**src/rtl/noise_channel_ctrl_if.sv**
```systemverilog
// Register-bus interface for the noise channel front end: write strobe/address/data
// plus a combinational read port.
interface noise_channel_ctrl_if;
    logic       wr_en;
    logic [1:0] wr_addr;
    logic [7:0] wr_data;
    logic [1:0] rd_addr;
    logic [7:0] rd_data;

    modport master (
        output wr_en,
        output wr_addr,
        output wr_data,
        output rd_addr,
        input  rd_data
    );

    modport slave (
        input  wr_en,
        input  wr_addr,
        input  wr_data,
        input  rd_addr,
        output rd_data
    );
endinterface

```
**src/rtl/noise_channel_ctrl.sv**
```systemverilog
// Noise channel control: NR41-NR44 registers, trigger, length counter, envelope, sample gate.
// Optional NOISE_CTRL_LEN_EXTRA_CLOCK_EN: extra length clock when len_en rises on an odd step.
module noise_channel_ctrl #(
    parameter int unsigned LEN_MAX         = 64,
    parameter int unsigned ENV_ZERO_PERIOD = 8
) (
    input  logic                 system_clock,
    input  logic                 reset,
    input  logic                 apu_enable,
    noise_channel_ctrl_if.slave  bus,
    input  logic                 frame_tick,
    input  logic                 lfsr_bit,
    output logic [7:0]           NR43,
    output logic                 lfsr_reload,
    output logic                 channel_on,
    output logic [3:0]           volume,
    output logic [3:0]           sample
);
    localparam int unsigned LEN_W = $clog2(LEN_MAX + 1);
    localparam int unsigned ENV_W = $clog2(ENV_ZERO_PERIOD + 1);
    localparam logic [LEN_W-1:0] LEN_LOAD = LEN_W'(LEN_MAX);
    localparam logic [ENV_W-1:0] ENV_LOAD = ENV_W'(ENV_ZERO_PERIOD);

    logic [7:0]       nr42;
    logic             len_en;
    logic [LEN_W-1:0] length_counter;
    logic [ENV_W-1:0] env_timer;
    logic [2:0]       step;

    logic             wr_nr41, wr_nr42, wr_nr43, wr_nr44, trigger;
    logic             dac_on, len_clk, env_clk, extra_clk;
    logic [ENV_W-1:0] env_period;
    logic [LEN_W-1:0] len_n;
    logic [ENV_W-1:0] tmr_n;
    logic [3:0]       vol_n;
    logic             ch_n;

    always_comb begin
        unique case (bus.rd_addr)
            2'd0:    bus.rd_data = 8'hFF;
            2'd1:    bus.rd_data = nr42;
            2'd2:    bus.rd_data = NR43;
            default: bus.rd_data = {1'b1, len_en, 6'h3F};
        endcase
    end

    always_comb begin
        wr_nr41    = bus.wr_en && (bus.wr_addr == 2'd0);
        wr_nr42    = bus.wr_en && (bus.wr_addr == 2'd1);
        wr_nr43    = bus.wr_en && (bus.wr_addr == 2'd2);
        wr_nr44    = bus.wr_en && (bus.wr_addr == 2'd3);
        trigger    = wr_nr44 && bus.wr_data[7];
        dac_on     = |nr42[7:3];
        len_clk    = frame_tick && !step[0];
        env_clk    = frame_tick && (step == 3'd7) && (|nr42[2:0]);
        env_period = (nr42[2:0] == 3'd0) ? ENV_LOAD : ENV_W'(nr42[2:0]);
`ifdef NOISE_CTRL_LEN_EXTRA_CLOCK_EN
        extra_clk  = wr_nr44 && bus.wr_data[6] && !len_en && step[0];
`else
        extra_clk  = 1'b0;
`endif

        len_n = length_counter;
        ch_n  = channel_on;
        vol_n = volume;
        tmr_n = env_timer;

        // Writes and triggers take precedence over the frame-sequencer length clock;
        // the extra clock is applied before the trigger reload so a reload lands at LEN_MAX-1.
        if (wr_nr41) begin
            len_n = LEN_LOAD - LEN_W'(bus.wr_data[5:0]);
        end else if (trigger || extra_clk) begin
            if (extra_clk && (length_counter != '0)) begin
                len_n = length_counter - LEN_W'(1);
                if ((len_n == '0) && !trigger)
                    ch_n = 1'b0;
            end
            if (trigger) begin
                ch_n = dac_on;
                if (len_n == '0)
                    len_n = extra_clk ? (LEN_LOAD - LEN_W'(1)) : LEN_LOAD;
            end
        end else if (len_clk && len_en && (length_counter != '0)) begin
            len_n = length_counter - LEN_W'(1);
            if (len_n == '0)
                ch_n = 1'b0;
        end

        if (wr_nr42 && (bus.wr_data[7:3] == 5'd0))
            ch_n = 1'b0;

        if (trigger) begin
            vol_n = nr42[7:4];
            tmr_n = env_period;
        end else if (env_clk) begin
            if (env_timer > ENV_W'(1)) begin
                tmr_n = env_timer - ENV_W'(1);
            end else begin
                tmr_n = env_period;
                if (nr42[3] && (volume != 4'hF))
                    vol_n = volume + 4'd1;
                else if (!nr42[3] && (volume != 4'h0))
                    vol_n = volume - 4'd1;
            end
        end
    end

    always_ff @(posedge system_clock) begin
        if (!reset || !apu_enable) begin
            nr42           <= '0;
            NR43           <= '0;
            len_en         <= 1'b0;
            length_counter <= '0;
            env_timer      <= '0;
            volume         <= '0;
            step           <= '0;
            channel_on     <= 1'b0;
            lfsr_reload    <= 1'b0;
            sample         <= '0;
        end else begin
            if (wr_nr42)
                nr42 <= bus.wr_data;
            if (wr_nr43)
                NR43 <= bus.wr_data;
            if (wr_nr44)
                len_en <= bus.wr_data[6];
            length_counter <= len_n;
            env_timer      <= tmr_n;
            volume         <= vol_n;
            channel_on     <= ch_n;
            step           <= step + {2'b00, frame_tick};
            lfsr_reload    <= trigger;
            sample         <= (channel_on && lfsr_bit) ? volume : '0;
        end
    end
endmodule

```
**src/flat_wrapper.sv**
```systemverilog
// flat-port wrapper written by rule: the top's interface ports become plain ports
module noise_channel_ctrl_flat 
#(
    parameter int unsigned LEN_MAX         = 64,
    parameter int unsigned ENV_ZERO_PERIOD = 8
)
  (system_clock, reset, apu_enable, frame_tick, lfsr_bit, NR43, lfsr_reload, channel_on, volume, sample, bus_wr_en, bus_wr_addr, bus_wr_data, bus_rd_addr, bus_rd_data);
  noise_channel_ctrl_if bus_i ();
  input  logic system_clock;
  input  logic reset;
  input  logic apu_enable;
  input  logic frame_tick;
  input  logic lfsr_bit;
  output logic [7:0] NR43;
  output logic lfsr_reload;
  output logic channel_on;
  output logic [3:0] volume;
  output logic [3:0] sample;
  input wire logic [$bits(bus_i.wr_en)-1:0] bus_wr_en;
  input wire logic [$bits(bus_i.wr_addr)-1:0] bus_wr_addr;
  input wire logic [$bits(bus_i.wr_data)-1:0] bus_wr_data;
  input wire logic [$bits(bus_i.rd_addr)-1:0] bus_rd_addr;
  output wire logic [$bits(bus_i.rd_data)-1:0] bus_rd_data;
  assign bus_i.wr_en = bus_wr_en;
  assign bus_i.wr_addr = bus_wr_addr;
  assign bus_i.wr_data = bus_wr_data;
  assign bus_i.rd_addr = bus_rd_addr;
  assign bus_rd_data = bus_i.rd_data;
  noise_channel_ctrl #(.LEN_MAX(LEN_MAX), .ENV_ZERO_PERIOD(ENV_ZERO_PERIOD)) u_core (.system_clock(system_clock), .reset(reset), .apu_enable(apu_enable), .bus(bus_i), .frame_tick(frame_tick), .lfsr_bit(lfsr_bit), .NR43(NR43), .lfsr_reload(lfsr_reload), .channel_on(channel_on), .volume(volume), .sample(sample));
endmodule
```
**config.mk**
```make
export PLATFORM = sky130hd
export DESIGN_NAME = noise_channel_ctrl_flat
export DESIGN_NICKNAME = d
export VERILOG_FILES = /design/src/rtl/noise_channel_ctrl_if.sv /design/src/rtl/noise_channel_ctrl.sv /design/src/flat_wrapper.sv
export SDC_FILE = /design/constraint.sdc
export NUM_CORES = 1
export LEC_CHECK = 0
export CAP_MARGIN = 20
export CORE_ASPECT_RATIO = 1.5
export CORE_UTILIZATION = 40
export DETAILED_ROUTE_END_ITERATION = 12
export GPL_TIMING_DRIVEN = 0
export PLACE_DENSITY = 0.69
export SYNTH_ARGS = -nofsm -noshare
export SYNTH_HDL_FRONTEND = slang
export SYNTH_SLANG_ARGS = --single-unit
export TNS_END_PERCENT = 10
```
**constraint.sdc**
```tcl
create_clock -name system_clock -period 2.47 [get_ports system_clock]
set_input_delay 0.494 -clock system_clock [delete_from_list [all_inputs] [get_ports system_clock]]
set_output_delay 0.494 -clock system_clock [all_outputs]
set_load 0.1 [all_outputs]
```
# [Word level (Yosys, flattened, before mapping)]
# Cells that the tools add are included.
[op_classes] shifts=0 eq_ne=9 mux=17 n_addsub=6 reduce_logical=39 div_mod_pow=0 n_mul=0 bitwise=2 order_cmp=1
[ops] operator="two-way mux 4 bit" count=9
[ops] operator="two-way mux 7 bit" count=4
[ops] operator="case mux 8 bit (3 select lines)" count=1
[ops] operator="logical AND 1 bit" count=14
[ops] operator="logical NOT 7 bit" count=2
[ops] operator="subtractor 4 x 1 -> 4 bit, second input constant" count=2
[ops] operator="nonzero test 7 bit" count=1
[ops] operator="subtractor 7 x 1 -> 7 bit, second input constant" count=1
[ops] operator="subtractor 7 x 6 -> 7 bit, first input constant" count=1
[ops] operator="== test 2 bit, second input constant" count=3
[ops] operator="AND reduction 3 bit" count=2
[ops] operator="nonzero test 2 bit" count=3
[ops] operator="nonzero test 3 bit" count=2
[ops] operator="logical NOT 5 bit" count=1
[ops] operator="OR reduction 5 bit" count=1
[ops] operator="adder 4 x 1 -> 4 bit, second input constant" count=1
[ops] operator="== test 2 x 1 -> 1 bit, second input constant" count=2
[ops] operator="greater-than comparator 4 x 1 -> 1 bit, second input constant" count=1
[ops] operator="logical NOT 1 bit" count=4
[ops] operator="logical NOT 2 bit" count=2
[ops] operator="inequality test 4 bit, second input constant" count=1
[ops] operator="nonzero test 4 bit" count=1
[ops] operator="OR reduction 2 bit" count=2
[ops] operator="adder 3 x 1 -> 3 bit" count=1
[ops] operator="other kinds (9)" count=12
[totals] inputBits=18 latchBits=0 memories=0 mem_bits_ro=0 elab_cells=84 reg_bits=41 mem_bits_rw=0 out_inout_bits=26

# [Logic depth before layout (Yosys ltp)]
[logic_depth] depth_word=7 depth_mapped=9 ltp_nobuf=9

# [Worst setup path before layout]
# No wires, ideal clock.
[synth_path] kind="register -> output" startpoint="reg u_core.NR43[6]" endpoint="out bus_rd_data[6]" required_time_ns=1.976 n_path_buf=0 arrival_time_ns=2.625 path_slack_ns=-0.649 stages_incl_launch_ff=3 cell_sequence="dfxtp_1 > mux2i_1 > a21oi_1"
[synth_via] elab_chain_cells=1
[synth_lines] item="start: declaration" line_no="noise_channel_ctrl.sv:13" source="output logic [7:0] NR43,"
[synth_lines] item="start signal: assignment" line_no="noise_channel_ctrl.sv:124" source="NR43 <= bus.wr_data;"
[synth_lines] item="case mux 8 bit (3 select lines)" line_no="noise_channel_ctrl.sv:39" source="unique case (bus.rd_addr)"
[synth_lines] item="end: declaration" line_no="flat_wrapper.sv:23" source="output wire logic [$bits(bus_i.rd_data)-1:0] bus_rd_data;"
# No other way between the ends.

# [Final worst setup path]
[layout_path] startpoint="reg u_core.volume[0]" endpoint="out volume[0]"
[layout_rtl] item="start: declaration" line_no="noise_channel_ctrl.sv:16" source="output logic [3:0] volume,"
[layout_rtl] item="start signal: assignment" line_no="noise_channel_ctrl.sv:129" source="volume <= vol_n;"
[layout_rtl] item="end: declaration" line_no="flat_wrapper.sv:17" source="output logic [3:0] volume;"
# No word-level cell between the ends.

==> metrics <==
status completed; Initial Utilization 41.6%; Routed WL per cell 14.6 µm; num ports 44; drt initial violations 88; fill cell count 532; Clock Latency Late Sink 300 ps; most frequent cells in the layout dfxtp_1, nor2_1, clkdlybuf4s50_1; R2R cell count 9; Mean Syn Cell Area 8.63 µm²; f_max 425 MHz; area leader, netlist dfxtp_1; Pre-Repair DR Iteration Count 5; CP endpoint kind primary output; grt total ovfl 0; RSZ-0062 raised after global routing false; cell depth of the worst hold path 2; largest cells by area after synthesis dfxtp_1, mux2i_1, ha_1, nor2_1, a21oi_1; Seq. cell area 825 µm²; Clock Tree Root clkbuf_8; Global Route Usage Sum 20.2%; Pleak 1.19 nW; final hold slack 488 ps; post-synth top area share 35.9%; mean number of vias per cell 5.46; yosys warns 0; Post-Syn Area 2290 µm²; total chip power 1.54 mW; worst slack, placed -771 ps; Multi-input gate area 1390 µm²; # hold bufs at CTS 0; Detailed Place HPWL 4.25 mm; asr flop ratio synth 0%; initial antenna violation count 0; Setup WS post-layout 118 ps; pin count of the biggest net entering global routing 14; Ant. Diodes 0; setup TNS 0 ps; vias in the first global route 1,968; Final Hold Fails 0; Die Ht 94.6 µm; CP max-delay cell clkdlybuf4s50_1; critical path arrival 1860 ps; Via Count 2,101; Final setup viols 0; CTS Buffer Depth 2; Critical Path RT 1980 ps; Die X 63.7 µm; GP Congestion 0.904; WS Path Type reg2out; worst r2r src u_core.volume[0]; row count 33; Syn Nets 295; worst-path maximum fanout 7; Final ANT Viol Nets 0; die area 6030 µm²; Layout Skew 8.59 ps; PwrDens 530 nW/µm²; most common cell after layout, fill and taps aside dfxtp_1; cell family with most CP delay buffers and inverters; Final Cycle Share 95.2%; share of cells above drive strength 1 11.7%; Seq/Total Area, Yosys 35.9%; Yosys reg bits 41; Nets 344; Placed Area 2810 µm²; Mapped Cells 265; maximum capacitance violations 0; H-tree Lvls 2; Hold Path Origin u_core.env_timer[1]; DRC viols 0; fin crit period 2350 ps; Max VDD drop 0.247 mV; Slew Viols, Final 0; Core ar. 5490 µm²; CP bufs+invs 1; Hold WC Path Type reg2reg; startpoint class of the critical path flop; post-route cell area 2910 µm²; Worst Tran Pin Value 970 ps; slew margin rel. 35.1%; postcts setup bufs 0; FF-to-FF setup slack 540 ps; number of enable flip-flop cells after synthesis 0; Netlist cell types 52; CTS buffer count 5; CTS tree done; Critical R2R Capture u_core.volume[3]; first-pass GRT wire length 9.40 mm; area delta synth->final 27.3%; Crit path largest cell delay 1150 ps; IO buf count 43; Primary FF master, synth dfxtp_1; final wirelength 5.63 mm; critical-path cell list clkdlybuf4s50_1; clk sinks 41; clock-pin slew on the worst setup and hold paths 80 ps; sink of the worst hold path u_core.env_timer[1]
[report_power, final]
| group | internal [mW] | switching [mW] |
|---|---|---|
| sequential | 0.670 | 0.0106 |
| clock | 0.329 | 0.245 |
| combinational | 0.0952 | 0.195 |
[cell type report]
type                            count  area share (%)
Sequential cell                    41            28.3
Clock buffer                        6            2.84
Buffer                              9            1.68
Clock inverter                      2            1.29
Timing Repair Buffer               43            14.2
Tap cell                           70            3.01
Multi-Input combinational cell    206            47.7
Inverter                            8            1.03
[synth_stat cells, drive strengths merged (7+ instances only)]
cell and instances:
and2 7, nand4 10, mux2i 16, o21ai 13, nand2 17, nor3 8
inv 8, dfxtp 41, o22a 7, ha 11, a21oi 19, nor2 36
[repair_timing]
item,CTS,global route
endpoints found under the setup margin,8,6
gates cloned,0,0
pin swaps,0,0
resized for setup,48,1
[per-stage QoR]
stage	util [%]	cells
after floorplan	-	265
after global placement	51.2	378
after detailed placement	51.2	378
after CTS	53.0	386
after global routing	53.0	385
final	53.0	385
[worst reg2reg max path: stages (launching register included)]
cell,delay (ps)
dfxtp_2,410
and3_2,220
nand2_1,60
nand2_1,130
ha_1,240
a21o_1,170
a21oi_1,160
xor2_1,80
or3_1,340
nand3_1,70
[kinds of logic after synthesis]
family                   share of synthesized area, %
multiplexers                                     7.00
buffers and inverters                            3.61
adder cells (fa/ha/maj)                          6.89
AND/OR/NAND/NOR                                  26.0
AO/OA/AOI/OAI                                    16.8
XOR/XNOR                                         3.83
flip-flops                                       35.9
[worst max-delay path by stage]
stage | start | endpoint | slack (ps) | cells after the start
floorplan | u_core.NR43[6] | bus_rd_data[6] | -70 | 2
global placement | bus_rd_addr[1] | bus_rd_data[6] | -770 | 6
detailed placement | bus_rd_addr[1] | bus_rd_data[6] | -770 | 6
CTS | u_core.volume[3] | volume[3] | 40 | 1
global route | u_core.volume[0] | volume[0] | 60 | 1
finish | u_core.volume[0] | volume[0] | 120 | 1
[state kept, by name, summed over array words and instances (netlist names)]
name and count:
u_core.NR43 8, u_core.channel_on 1, u_core.env_timer 4, u_core.len_en 1, u_core.length_counter 7, u_core.lfsr_reload 1
u_core.nr42 8, u_core.sample 4, u_core.step 3, u_core.volume 4
[metal layers]
metal / global-route usage [%] / vias up / part of all wire [%]
met5: 0 / - / 0
met4: 9.66 / 0 / 2.3
met3: 3.26 / 11 / 3.4
met2: 35.5 / 53 / 51
met1: 23.6 / 981 / 43
li1: - / 1056 / -
Power figures use the tool's default switching activity.
